<file path="config.mk">
export PLATFORM = sky130hd
export DESIGN_NAME = updi_prog_sequencer
export DESIGN_NICKNAME = d
export VERILOG_FILES = /design/src/rtl/updi_prog_sequencer.sv
export SDC_FILE = /design/constraint.sdc
export NUM_CORES = 1
export LEC_CHECK = 0
export CORE_UTILIZATION = 58
export CTS_BUF_LIST = sky130_fd_sc_hd__clkbuf_4 sky130_fd_sc_hd__clkbuf_8
export CTS_CLUSTER_DIAMETER = 100
export DETAILED_ROUTE_END_ITERATION = 16
export PLACE_DENSITY = 0.9
export SLEW_MARGIN = 15
export SYNTH_ARGS = -nofsm -noshare
export SYNTH_HDL_FRONTEND = slang
export SYNTH_SLANG_ARGS = --single-unit
</file>
<file path="constraint.sdc">
create_clock -name clk -period 5.29 [get_ports clk]
set_input_delay 1.587 -clock clk [delete_from_list [all_inputs] [get_ports clk]]
set_output_delay 1.587 -clock clk [all_outputs]
set_load 0.1 [all_outputs]
</file>
<file path="src/rtl/updi_prog_sequencer.sv">
// Top-level UPDI programming sequencer: break, unlock, ID check, block programming.
// Define UPDI_PROG_SEQ_VERIFY_EN to add a read-back verify pass after every block write.
module updi_prog_sequencer #(
    parameter int          ADDR_BITS          = 16,
    parameter int          LEN_BITS           = 7,
    parameter int          MAX_RETRIES        = 3,
    parameter int          TIMEOUT_CLK        = 200000,
    parameter int          POLL_LIMIT         = 64,
    parameter logic [23:0] EXPECTED_DEVICE_ID = 24'h000000
) (
    input  logic                 clk,
    input  logic                 rst,
    input  logic                 start,
    output logic                 busy,
    output logic                 done,
    output logic                 error,
    output logic [2:0]           error_code,
    output logic                 break_start,
    input  logic                 break_busy,
    output logic                 cmd_valid,
    output logic [3:0]           cmd_op,
    output logic [ADDR_BITS-1:0] cmd_addr,
    output logic [LEN_BITS-1:0]  cmd_len,
    input  logic                 cmd_ready,
    input  logic                 cmd_done,
    input  logic                 cmd_ack_error,
    input  logic [7:0]           rsp_data,
    input  logic                 rsp_valid,
    output logic                 blk_start,
    input  logic                 blk_ready,
    input  logic                 blk_last,
    input  logic [ADDR_BITS-1:0] blk_addr,
    input  logic [LEN_BITS-1:0]  blk_len,
    output logic [LEN_BITS-1:0]  blk_idx,
    input  logic [7:0]           blk_byte
);
    localparam int TW = $clog2(TIMEOUT_CLK + 1);
    localparam int RW = $clog2(MAX_RETRIES + 2);
    localparam int PW = $clog2(POLL_LIMIT + 1);

    typedef enum logic [4:0] {
        S_IDLE, S_BREAK, S_BREAK_WAIT, S_STATUS,
        S_ERASE_KEY, S_ERASE_RST, S_ERASE_REL, S_ERASE_POLL,
        S_NVM_KEY, S_NVM_RST, S_NVM_REL, S_NVM_POLL,
        S_ID, S_FETCH, S_FETCH_WAIT, S_WRITE, S_VERIFY,
        S_FIN_RST, S_FIN_REL, S_DONE, S_ERROR
    } state_t;

    state_t                state_reg;
    logic                  wait_reg;
    logic [TW-1:0]         timer_reg;
    logic [RW-1:0]         retry_reg;
    logic [PW-1:0]         poll_reg;
    logic [7:0]            status_reg;
    logic [23:0]           id_reg;
    logic                  mismatch_reg;
    logic                  busy_reg, done_reg, error_reg, break_reg, valid_reg, blk_start_reg;
    logic [2:0]            code_reg;
    logic [3:0]            op_reg;
    logic [ADDR_BITS-1:0]  addr_reg;
    logic [LEN_BITS-1:0]   len_reg, idx_reg;

    logic                  is_cmd, cmd_ok, cmd_nak, cmd_tmo, bad_now;
    logic [3:0]            state_op;
    logic [7:0]            last_byte;
    logic [23:0]           id_now;
    logic [2:0]            fail_code;

    assign busy        = busy_reg;
    assign done        = done_reg;
    assign error       = error_reg;
    assign error_code  = code_reg;
    assign break_start = break_reg;
    assign cmd_valid   = valid_reg;
    assign cmd_op      = op_reg;
    assign cmd_addr    = addr_reg;
    assign cmd_len     = len_reg;
    assign blk_start   = blk_start_reg;
    assign blk_idx     = idx_reg;

    // A response byte arriving together with cmd_done must still count.
    assign last_byte = rsp_valid ? rsp_data : status_reg;
    assign id_now    = rsp_valid ? {id_reg[15:0], rsp_data} : id_reg;
    assign bad_now   = rsp_valid && (rsp_data != blk_byte);
    assign cmd_ok    = wait_reg && cmd_done && !cmd_ack_error;
    assign cmd_nak   = wait_reg && cmd_done && cmd_ack_error;
    assign cmd_tmo   = wait_reg && !cmd_done && (timer_reg == TW'(TIMEOUT_CLK - 1));

    always_comb begin
        is_cmd   = 1'b1;
        state_op = 4'd0;
        case (state_reg)
            S_STATUS:                       state_op = 4'd0;
            S_ERASE_POLL, S_NVM_POLL:       state_op = 4'd1;
            S_ERASE_KEY:                    state_op = 4'd2;
            S_NVM_KEY:                      state_op = 4'd3;
            S_ERASE_RST, S_NVM_RST, S_FIN_RST: state_op = 4'd4;
            S_ERASE_REL, S_NVM_REL, S_FIN_REL: state_op = 4'd5;
            S_ID:                           state_op = 4'd6;
            S_WRITE:                        state_op = 4'd7;
            S_VERIFY:                       state_op = 4'd8;
            default:                        is_cmd = 1'b0;
        endcase
    end

    always_comb begin
        fail_code = 3'd0;
        if (is_cmd && (cmd_nak || cmd_tmo) && (retry_reg == RW'(MAX_RETRIES))) begin
            fail_code = cmd_nak ? 3'd2 : 3'd3;
        end else if (is_cmd && cmd_ok) begin
            case (state_reg)
                S_STATUS:     if (last_byte == 8'h00) fail_code = 3'd1;
                S_ERASE_POLL: if (last_byte[0] && (poll_reg == PW'(POLL_LIMIT - 1))) fail_code = 3'd4;
                S_NVM_POLL:   if (!last_byte[3] && (poll_reg == PW'(POLL_LIMIT - 1))) fail_code = 3'd5;
                S_ID:         if ((EXPECTED_DEVICE_ID != 24'd0) && (id_now != EXPECTED_DEVICE_ID)) fail_code = 3'd7;
                S_VERIFY:     if (mismatch_reg || bad_now) fail_code = 3'd6;
                default:      fail_code = 3'd0;
            endcase
        end
    end

    always_ff @(posedge clk or posedge rst) begin
        if (rst) begin
            state_reg <= S_IDLE;    wait_reg <= 1'b0;     timer_reg <= '0;
            retry_reg <= '0;        poll_reg <= '0;       status_reg <= '0;
            id_reg <= '0;           mismatch_reg <= 1'b0; busy_reg <= 1'b0;
            done_reg <= 1'b0;       error_reg <= 1'b0;    break_reg <= 1'b0;
            valid_reg <= 1'b0;      blk_start_reg <= 1'b0; code_reg <= '0;
            op_reg <= '0;           addr_reg <= '0;       len_reg <= '0;
            idx_reg <= '0;
        end else begin
            done_reg      <= 1'b0;
            break_reg     <= 1'b0;
            blk_start_reg <= 1'b0;
            if (fail_code != 3'd0) begin
                state_reg <= S_ERROR;
                error_reg <= 1'b1;
                code_reg  <= fail_code;
                busy_reg  <= 1'b0;
                valid_reg <= 1'b0;
                wait_reg  <= 1'b0;
            end else if (is_cmd) begin
                if (!wait_reg) begin
                    if (!valid_reg) begin
                        valid_reg <= 1'b1;
                        op_reg    <= state_op;
                    end else if (cmd_ready) begin
                        valid_reg <= 1'b0;
                        wait_reg  <= 1'b1;
                        timer_reg <= '0;
                    end
                end else begin
                    timer_reg <= timer_reg + TW'(1);
                    if (rsp_valid) begin
                        case (state_reg)
                            S_STATUS, S_ERASE_POLL, S_NVM_POLL: status_reg <= rsp_data;
                            S_ID:     id_reg <= id_now;
                            S_WRITE:  idx_reg <= idx_reg + LEN_BITS'(1);
                            S_VERIFY: begin
                                idx_reg <= idx_reg + LEN_BITS'(1);
                                if (bad_now) mismatch_reg <= 1'b1;
                            end
                            default: ;
                        endcase
                    end
                    if (cmd_nak || cmd_tmo) begin
                        // Same op_reg is re-presented immediately.
                        wait_reg  <= 1'b0;
                        valid_reg <= 1'b1;
                        retry_reg <= retry_reg + RW'(1);
                    end else if (cmd_ok) begin
                        wait_reg  <= 1'b0;
                        retry_reg <= '0;
                        case (state_reg)
                            S_STATUS:    state_reg <= S_ERASE_KEY;
                            S_ERASE_KEY: state_reg <= S_ERASE_RST;
                            S_ERASE_RST: state_reg <= S_ERASE_REL;
                            S_ERASE_REL: begin state_reg <= S_ERASE_POLL; poll_reg <= '0; end
                            S_ERASE_POLL:
                                if (!last_byte[0]) state_reg <= S_NVM_KEY;
                                else begin poll_reg <= poll_reg + PW'(1); valid_reg <= 1'b1; end
                            S_NVM_KEY:   state_reg <= S_NVM_RST;
                            S_NVM_RST:   state_reg <= S_NVM_REL;
                            S_NVM_REL:   begin state_reg <= S_NVM_POLL; poll_reg <= '0; end
                            S_NVM_POLL:
                                if (last_byte[3]) state_reg <= S_ID;
                                else begin poll_reg <= poll_reg + PW'(1); valid_reg <= 1'b1; end
                            S_ID:        state_reg <= S_FETCH;
`ifdef UPDI_PROG_SEQ_VERIFY_EN
                            S_WRITE:     begin state_reg <= S_VERIFY; idx_reg <= '0; mismatch_reg <= 1'b0; end
`else
                            S_WRITE:     state_reg <= S_FETCH;
`endif
                            S_VERIFY:    state_reg <= S_FETCH;
                            S_FIN_RST:   state_reg <= S_FIN_REL;
                            S_FIN_REL:   begin state_reg <= S_DONE; done_reg <= 1'b1; busy_reg <= 1'b0; end
                            default:     state_reg <= S_ERROR;
                        endcase
                    end
                end
            end else begin
                case (state_reg)
                    S_IDLE, S_DONE, S_ERROR:
                        if (start) begin
                            state_reg <= S_BREAK;
                            busy_reg  <= 1'b1;
                            error_reg <= 1'b0;
                            code_reg  <= '0;
                            break_reg <= 1'b1;
                            retry_reg <= '0;
                        end else if (state_reg == S_DONE) begin
                            state_reg <= S_IDLE;
                        end
                    // The break block raises break_busy the cycle after the pulse.
                    S_BREAK:      state_reg <= S_BREAK_WAIT;
                    S_BREAK_WAIT: if (!break_busy) state_reg <= S_STATUS;
                    S_FETCH: begin
                        blk_start_reg <= 1'b1;
                        state_reg     <= S_FETCH_WAIT;
                    end
                    S_FETCH_WAIT:
                        if (blk_ready) begin
                            if (blk_last) state_reg <= S_FIN_RST;
                            else if (blk_len == '0) state_reg <= S_FETCH;
                            else begin
                                addr_reg  <= blk_addr;
                                len_reg   <= blk_len;
                                idx_reg   <= '0;
                                state_reg <= S_WRITE;
                            end
                        end
                    default: state_reg <= S_IDLE;
                endcase
            end
        end
    end
endmodule

</file>
== After elaboration in Yosys (flattened, before gate mapping) ==
Index checks and enable logic that the tools add are counted.

* Register bits after elaboration: 86
* Word-level logic and storage cells: 218
* Memory bits (writable): 0
* Input bits: 49
* Memories kept: 0
* Latch bits: 0
* Output and inout bits: 43
* ROM bits: 0

* Equality and inequality tests: 46
* Shift operators: 0
* Reduce and logical (&&, ||, !) cells: 53
* Add/sub/neg operators: 4
* Bitwise operators: 7
* $mul: 0
* Div/mod/pow operators: 0
* Mux-type cells: 90
* Magnitude comparators: 0

{| class="wikitable"
|+ Operator list
! kind !! count
|-
| $mux W7 || 10
|-
| $mux W5 || 12
|-
| $pmux W5 S12 || 1
|-
| $mux W18 || 3
|-
| $mux W1 || 44
|-
| $eq A5 B4 Y1 const B || 8
|-
| $mux W3 || 13
|-
| $pmux W4 S8 || 1
|-
| $eq A5 B5 Y1 const B || 5
|-
| $pmux W5 S5 || 1
|-
| $reduce_and A8 Y1 || 3
|-
| $pmux W7 S3 || 1
|-
| $eq A5 B3 Y1 const B || 4
|-
| $add A18 B1 Y18 const B || 1
|-
| $eq A18 B18 Y1 const B || 1
|-
| $reduce_and A6 Y1 || 3
|-
| $reduce_bool A2 Y1 || 9
|-
| $ne A4 B4 Y1 const B || 4
|-
| $ne A5 B5 Y1 const B || 3
|-
| $reduce_and A5 Y1 || 3
|-
| $reduce_or A3 Y1 || 5
|-
| $add A7 B1 Y7 const B || 2
|-
| $reduce_or A14 Y1 || 1
|-
| $ne A2 B2 Y1 const B || 6
|-
| 26 further kinds || 56
|}

== Depth between registers and ports, before layout ==
Gate-level depths: netlist of the first run.

* Word-level depth: 10
* Mapped depth: 11
* Mapped depth without buffers: 8

== Worst setup path after synthesis of the first run ==
Ideal clock, no wire load.

* Path type: input to register
* Start: input port rsp_valid
* End: register op_reg[0], in the netlist cmd_op[0]
* Arrival: 3.578 ns
* Buffers on the path: 1
* Data required time: 5.164 ns
* Stages: 8
* Setup time: 0.126 ns
* Setup slack: 1.586 ns
* Path through: buf_2 > mux2i_1 > o22ai_1 > a32o_1 > o211a_2 > nor4_4 > nand2_1 > mux2_2

* Word-level cells in the longest chain between the ends: 10
* Elaborated cells between the ends (all ways): 17
* Those cells by class: 8 x mux; 1 x bitwise; 8 x reduce/logical

{| class="wikitable"
|+ RTL lines
! element !! line !! text
|-
| start: declaration || 28 || <nowiki>input logic rsp_valid,</nowiki>
|-
| branches (longest 4 deep; another with $mux W8) || - ||
|-
| $pmux W3 S4 * || 111 || <nowiki>case (state_reg)</nowiki>
|-
| $mux W3 * || 110 || <nowiki>end else if (is_cmd && cmd_ok) begin</nowiki>
|-
| $mux W3 * || 108 || <nowiki>if (is_cmd && (cmd_nak || cmd_tmo) && (retry_reg == RW'(MAX_RETRIES))) begin</nowiki>
|-
| $reduce_bool A3 Y1 * || 135 || <nowiki>if (fail_code != 3'd0) begin</nowiki>
|-
| $not A1 Y1 (no source line) * || - ||
|-
| $reduce_and A4 Y1 (no source line) * || - ||
|-
| end signal: assignment || 146 || <nowiki>op_reg <= state_op;</nowiki>
|-
| end: declaration || 59 || <nowiki>logic [3:0] op_reg;</nowiki>
|}

Every way passes the cells marked *.
A chain may end at the register's enable or synchronous reset.

== Worst setup path after layout of the first run ==
* Start: input port rsp_valid
* End: register op_reg[1], in the netlist cmd_op[1]

The elaborated chain is that of the path after synthesis.

==> results.md, run 1 <==
- Setup TNS: 0 ns
- Cell Pwr Density: 629 nW/um2
- Worst path required time: 5.54 ns
- Post-synth EDFFs: 0
- Max Fanout on Critical Path: 9
- Post-CTS setup buffer count: 0
- Vias in the first global route: 4178
- Synth top area cells: dfrtp_1, mux2_2, o21ai_0
- Synth Area per Inst: 9.59 um2
- Worst setup path class: in2reg
- Mapped Area: approximately 4700 um2
- Worst-path clk slew: 0.09 ns
- CTS buffer count: 9
- Core Util, Final: between 70% and 80%
- Clock Path Buffers: 2
- Element type at the critical path start: input pin
- Via count: 4288
- Period utilization: between 80% and 90%
- Leak Pwr: 2.52 nW
- PostCTS Resize Cnt: 0
- Total power draw: ~3.7 mW
- Iter 0 DRT Violations: 418
- Yosys top cell area share: 45.5%
- WL/cell: 17.3 um
- Netlist cell types: 63
- Die area: 8520 um2
- Slew HR: 26.0%
- Diodes inserted: 0
- Dpl hpwl: 8520 um
- Chip height: 92.3 um
- Yosys Warn Count: 0
- Largest register FFs: 18
- Clock sink total: 86
- R2R Setup Slk: 1.82 ns
- RR Endpoint: cmd_op[1]$_DFFE_PP0P_
- Nets@finish: 628
- CP Capture Type: flip-flop
- Final worst slack: 0.908 ns
- Die X-Extent: 92.3 um
- Initial antenna violation count: 0
- Number of routed nets with antenna violations: 0
- Layout cell share with drive strength beyond 1: 11.7%
- Max cap viols: 0
- Worst-case clock skew: 0.00659 ns
- Initial Utilization: around 61%
- Post-synth top flop: dfrtp_1
- 1st-pass router iterations: 5
- Final global-route overflow total: 0
- Port buffer count: 91
- Largest net degree at the start of global routing: 40
- Hold WS: 0.500 ns
- FF-to-FF Start: state_reg[3]$_DFFE_PP0P_
- Maximum clock frequency: 0.228 GHz
- Sequential fraction of the synthesis area: 45.5%
- Total GRT Usage: 29.4%
- Status: finished clean
- Area delta synth->final: 25.6%
- CTS tree: built
- Worst EP arrival: 4.63 ns
- Slew Limit Fails: 0
- Critical Path End: cmd_op[1]$_DFFE_PP0P_
- Worst Setup SP: rsp_valid
- Final wirelength: 11800 um
- Worst-Margin Slew: about 1.1 ns
- Post-route DRC violation count: 0
- VDD IR max: 0.000527 V
- Routability congestion estimate: approximately 0.93
- First-pass GRT wire length: approximately 20000 um
- Synthesized netlist cell count: 493
- RSZ-0062 raised after global routing: no
- Tmin final: 4.38 ns
- Clk_lat worst skew: 0.36 ns
- #FFs+latches synth: 86
- Hold Fails Final Rpt: 0
- Setup violators final: 0
- FP Rows: 32
- # H-tree levels: 3
- Setup WS pre-CTS: 0.594 ns
- # hold bufs at CTS: 0
- Core area: 7810 um2
- IO Pins: 92
- Reg2reg path depth: 8
- Syn_nets: roughly 550
- FFs w/ async S/R, synth: 100%
- Vias per inst: roughly 6.3
- Yosys top cell by area: dfrtp_1
- Worst hold path class: reg2reg
- Clk root buf: clkbuf_8
-- synthesized netlist by cell type, drive strengths merged, types with 2 or more instances --
cell,number
o22ai,3
xor2,3
mux2,37
nor3,12
nor4,9
or2,2
a22oi,2
nor4b,3
or3,8
xnor2,12
a32o,2
nor3b,3
nand2,49
a21oi,32
a21o,2
nand4,10
o211a,2
nand3,18
nand2b,9
o211ai,2
a31oi,3
nor2,29
dfrtp,86
o31ai,6
and2,5
inv,9
a32oi,3
buf,14
a2bb2oi,3
and4,3
nor2b,8
ha,5
or4,2
and3,10
a2111oi,2
o21ai,42
a211oi,5
mux2i,6
nand3b,3
clkbuf,12
a22o,2
-- area by class of cell --
cell class | count | area, um2
Clock buffer | 9 | 124
Fill cell | 513 | 1870
Inverter | 9 | 35.0
Sequential cell | 86 | 2150
Timing Repair Buffer | 96 | 948
Clock inverter | 7 | 120
Tap cell | 102 | 128
Multi-Input combinational cell | 372 | 2430
-- placed cells by master, fill, tap and decap left out, drive strengths merged, types with 3 or more instances in the layout --
cell / n
nand2: 49
mux2i: 6
buf: 5
and4: 3
a211oi: 5
nor3b: 3
nand4: 10
o22ai: 3
o31ai: 6
nor2b: 8
nor2: 29
nand3b: 3
nor4b: 3
a32oi: 3
dfrtp: 86
xnor2: 12
a21oi: 32
clkdlybuf4s50: 91
a31oi: 3
nor4: 9
mux2: 37
bufinv: 3
and2: 5
and3: 10
xor2: 3
o21ai: 42
a2bb2oi: 3
nor3: 12
nand2b: 9
inv: 10
nand3: 18
ha: 5
clkbuf: 9
or3: 8
-- report_power, final --
part	internal (mW)	switching, mW	total [mW]
clock	0.316	0.251	0.567
combinational	0.641	1.43	2.07
sequential	0.845	0.257	1.10
total	1.80	1.94	3.74
-- worst min path at each step --
| stage | startpoint | endpoint | slack (ns) | cells after the start |
|---|---|---|---|---|
| floorplan | poll_reg[5]$_DFFE_PP0P_ | poll_reg[5]$_DFFE_PP0P_ | 0.45 | 1 |
| global placement | error$_DFFE_PP0P_ | error$_DFFE_PP0P_ | 0.47 | 2 |
| detailed placement | error$_DFFE_PP0P_ | error$_DFFE_PP0P_ | 0.48 | 2 |
| CTS | error$_DFFE_PP0P_ | error$_DFFE_PP0P_ | 0.50 | 2 |
| global route | blk_idx[6]$_DFFE_PP0P_ | blk_idx[6]$_DFFE_PP0P_ | 0.52 | 1 |
| finish | error$_DFFE_PP0P_ | error$_DFFE_PP0P_ | 0.50 | 2 |
-- kinds of logic (layout without fill, tap and decap cells) --
group | Yosys count | after routing | share of synthesized area, %
simple gates | 186 | 186 | 21.0
compound gates | 123 | 123 | 16.3
flops | 86 | 86 | 45.5
mux | 43 | 43 | 10.1
buf+inv | 35 | 121 | 3.04
xor+xnor | 15 | 15 | 2.78
fa+ha+maj | 5 | 5 | 1.32
-- critical path: stages --
cell             delay, ns
clkdlybuf4s50_1       0.63
mux2i_1               0.32
o22ai_1               0.17
a32o_1                0.31
o211a_2               0.30
nor4_4                0.60
buf_4                 0.27
nand2_1               0.13
mux2_2                0.31
-- routing by layer --
| metal | part of all wire, % | vias to the layer above | wire length [um] | global-route usage (%) |
|---|---|---|---|---|
| met3 | 8.7 | 36 | 1030 | 7.47 |
| met1 | 41 | 2038 | 4790 | 38.1 |
| met5 | 0 | - | 0 | 0 |
| li1 | - | 1974 | - | - |
| met2 | 48 | 240 | 5680 | 48.1 |
| met4 | 2.6 | 0 | 306 | 10.7 |
-- stage by stage --
step	cell area, um2	std cells
2_1_floorplan	4730	493
3_3_place_gp	5700	665
3_5_place_dp	5700	665
4_1_cts	5940	681
5_1_grt	5940	681
6_report	5940	681
No activity file was read; power rests on OpenSTA's default activity.
==> run 2: changes to the inputs <==
CORE_UTILIZATION = 54   (was 58)
PLACE_DENSITY = 0.85   (was 0.9)
clock period = 4.4 ns   (was 5.29 ns; I/O delays follow)
==> run 2 against run 1 <==
Setup slack worse by 0.45 ns. Count of clock-buffer cells in the layout up 3. Power up 17%. Sequential cell count stayed put. Hold slack got worse by 0.0047 ns. Clock skew rose by 0.0085 ns. Via count is 1.5% lower. Critical path depth unchanged. Combinational power rose by 27%. Critical path type unchanged. Largest cell class unchanged.
==> results.md, run 2 (synthesis gave the netlist of run 1 again) <==
- Status: finished clean (unchanged)
- Worst path required time: 4.64 ns (was 5.54 ns)
- Via count: 4223 (was 4288)
- CP Capture Type: flip-flop (unchanged)
- Worst hold path stage count: 1 (was 2)
- Switching power: 2.32 mW (was 1.94 mW)
- Setup TNS: 0 ns (unchanged)
- Nets@finish: 634 (was 628)
- Worst-Margin Slew: 0.997 ns (was 1.08 ns)
- Hold path start: blk_idx[6]$_DFFE_PP0P_ (was error$_DFFE_PP0P_)
- RR Endpoint: state_reg[3]$_DFFE_PP0P_ (was cmd_op[1]$_DFFE_PP0P_)
- Post-CTS setup buffer count: 0 (unchanged)
- Int Pwr: 2.06 mW (was 1.80 mW)
- First-pass GRT wire length: 19600 um (was 19700 um)
- Routability congestion estimate: 0.922 (was 0.931)
- Chip height: 95.6 um (was 92.3 um)
- Iter 0 DRT Violations: 361 (was 418)
- VDD IR max: 0.000801 V (was 0.000527 V)
- Number of routed nets with antenna violations: 0 (unchanged)
- R2R Setup Slk: 1.03 ns (was 1.82 ns)
- Leading cell types in the layout, fill and taps excluded: clkdlybuf4s50_1, dfrtp_1, nand2_1 (unchanged)
- Worst EP arrival: 4.18 ns (was 4.63 ns)
- Clk root buf: clkbuf_8 (unchanged)
- Clock sink total: 86 (unchanged)
- Worst hold path class: reg2reg (unchanged)
- Post-DP Area: 5760 um2 (was 5700 um2)
- Worst-path clk slew: 0.08 ns (was 0.09 ns)
- # fillers: 623 (was 513)
- Slowest cell on crit path: clkdlybuf4s50_1 (unchanged)
- Core area: 8340 um2 (was 7810 um2)
- Setup violators final: 0 (unchanged)
- Critical path buffers and inverters: 2 (unchanged)
- # H-tree levels: 3 (unchanged)
- Cell family with most CP delay: buffers and inverters (unchanged)
- Vias per inst: 6.12 (was 6.30)
- IO Pins: 92 (unchanged)
- Most common library cell in the layout ignoring fill and taps: clkdlybuf4s50_1 (unchanged)
- FF-to-FF Start: state_reg[0]$_DFFE_PP0P_ (was state_reg[3]$_DFFE_PP0P_)
- Sw Ratio: 52.9% (was 51.8%)
- Max cap viols: 0 (unchanged)
- Post-route DRC violation count: 0 (unchanged)
- Element type at the critical path start: input pin (unchanged)
- FP Rows: 33 (was 32)
- CP max stage delay: 0.63 ns (about the same)
- Max Fanout on Critical Path: 16 (was 9)
- Vias in the first global route: 4168 (was 4178)
- Largest net degree at the start of global routing: 45 (was 40)
- Dpl hpwl: 8630 um (was 8520 um)
- Largest register FFs: 18 (unchanged)
- Area of the multi-input gates: 2430 um2 (unchanged)
- # hold bufs at CTS: 0 (unchanged)
- Area delta synth->final: 25.7% (was 25.6%)
- Cell Pwr Density: 738 nW/um2 (was 629 nW/um2)
- Initial antenna violation count: 0 (unchanged)
- Leak Pwr: 2.53 nW (was 2.52 nW)
- Clock power share: 12.0% (was 15.2%)
- 1st-pass router iterations: 7 (was 5)
- CTS buffer count: 9 (unchanged)
- Final global-route overflow total: 0 (unchanged)
- Tmin final: 3.94 ns
- Reg power frac: 28.1% (was 29.5%)
- Reg2reg path depth: 9 (was 8)
- Clk_lat worst skew: 0.36 ns (about the same)
- Total GRT Usage: 27.8% (was 29.4%)
- CP Cell Sequence: clkdlybuf4s50_1 > mux2i_1 > o22ai_1 > a32o_1 > o211a_2 > nor4_4 > buf_4 > nand3_4 > mux2_2 (was clkdlybuf4s50_1 > mux2i_1 > o22ai_1 > a32o_1 > o211a_2 > nor4_4 > buf_4 > nand2_1 > mux2_2)
- Worst-case clock skew: 0.0150 ns (was 0.00659 ns)
- PostCTS Resize Cnt: 0 (unchanged)
- Hold endpoint: blk_idx[6]$_DFFE_PP0P_ (was error$_DFFE_PP0P_)
- Layout cell share with drive strength beyond 1: 12.6% (was 11.7%)
- Hold Fails Final Rpt: 0 (unchanged)
- Comb power frac: 59.8% (was 55.3%)
- Die area: 9130 um2 (was 8520 um2)
- Period utilization: about nine tenths
- Diodes inserted: 0 (unchanged)
- CTS tree: built (unchanged)
- Clock Path Buffers: 2 (unchanged)
- Storage cell area: 2150 um2 (unchanged)
- Port buffer count: 91 (unchanged)
- Maximum clock frequency: 0.254 GHz
- RSZ-0062 raised after global routing: no (unchanged)
- WL/cell: 17.2 um (was 17.3 um)
- Worst setup path class: in2reg (unchanged)
- Final wirelength: 11900 um (was 11800 um)
- Total power draw: 4.39 mW (was 3.74 mW)
- Die X-Extent: 95.6 um (was 92.3 um)
- Slew HR: 33.3% (was 26.0%)
- Slew Limit Fails: 0 (unchanged)
- Initial Utilization: 56.7% (was 60.6%)
- Design Area, Final: 5950 um2 (was 5940 um2)
[run 2: cell types whose count changed in the layout (fill, tap and decap cells not counted)]
cell	previous run	this run
buf_12	0	1
clkbuf_8	9	11
buf_4	5	10
inv_6	2	1
clkinv_4	0	1
clkbuf_4	0	1
bufinv_16	3	0
[run 2: stage by stage]
| stage | setup WS (ns) | cells | hold slack (ns) | utilization [%] |
|---|---|---|---|---|
| 3_5_place_dp | 0.211 | 674 | 0.484 | 69.0 |
| 5_1_grt | 0.388 | 690 | 0.521 | 71.3 |
| 4_1_cts | 0.512 | 690 | 0.504 | 71.3 |
| 3_3_place_gp | 0.364 | 674 | 0.465 | 69.0 |
| 2_1_floorplan | 0.858 | 493 | 0.445 | - |
| 6_report | 0.460 | 690 | 0.495 | 71.3 |
[run 2: per-layer routing]
layer | global-route usage [%] | wire, um | vias up
met2 | 46.0 | 5730 | 202
met3 | 7.42 | 1030 | 30
met4 | 10.8 | 232 | 0
met1 | 34.7 | 4890 | 2010
li1 | - | - | 1981
met5 | 0 | 0 | -
[run 2: worst reg2reg max path, delay by kind of cell (launching register included)]
kind,cells,cell delay (ns)
and+or+nand+nor,3,1.26
buffers and inverters,2,0.42
AOI/OAI and AO/OA,4,1.22
DFF,1,0.36
[run 2: final cells by class]
type | count | area share [%]
multi-input cells | 372 | 40.9
flip-flops and latches | 86 | 36.2
repair buffers | 102 | 16.9
clock buffers | 12 | 2.67
well taps | 105 | 2.21
inverters | 9 | 0.589
clock inverters | 4 | 0.505
[run 2: power groups by stage]
stage          Clock (mW)  Sequential [mW]  Combinational (mW)
2_1_floorplan           0             2.14                1.06
3_3_place_gp            0             1.23                2.55
3_5_place_dp            0             1.25                2.59
4_1_cts             0.540             1.23                2.60
5_1_grt             0.572             1.27                2.77
6_report            0.528             1.23                2.62
[run 2: worst max path at each step]
stage / from / to / depth (start not counted)
after floorplan: rst / blk_idx[0]$_DFFE_PP0P_ / 1
after global placement: rsp_valid / status_reg[6]$_DFFE_PP0P_ / 9
after detailed placement: rsp_valid / status_reg[6]$_DFFE_PP0P_ / 9
after CTS: rsp_valid / status_reg[6]$_DFFE_PP0P_ / 9
after global routing: rsp_valid / status_reg[6]$_DFFE_PP0P_ / 9
final: rsp_valid / status_reg[6]$_DFFE_PP0P_ / 9
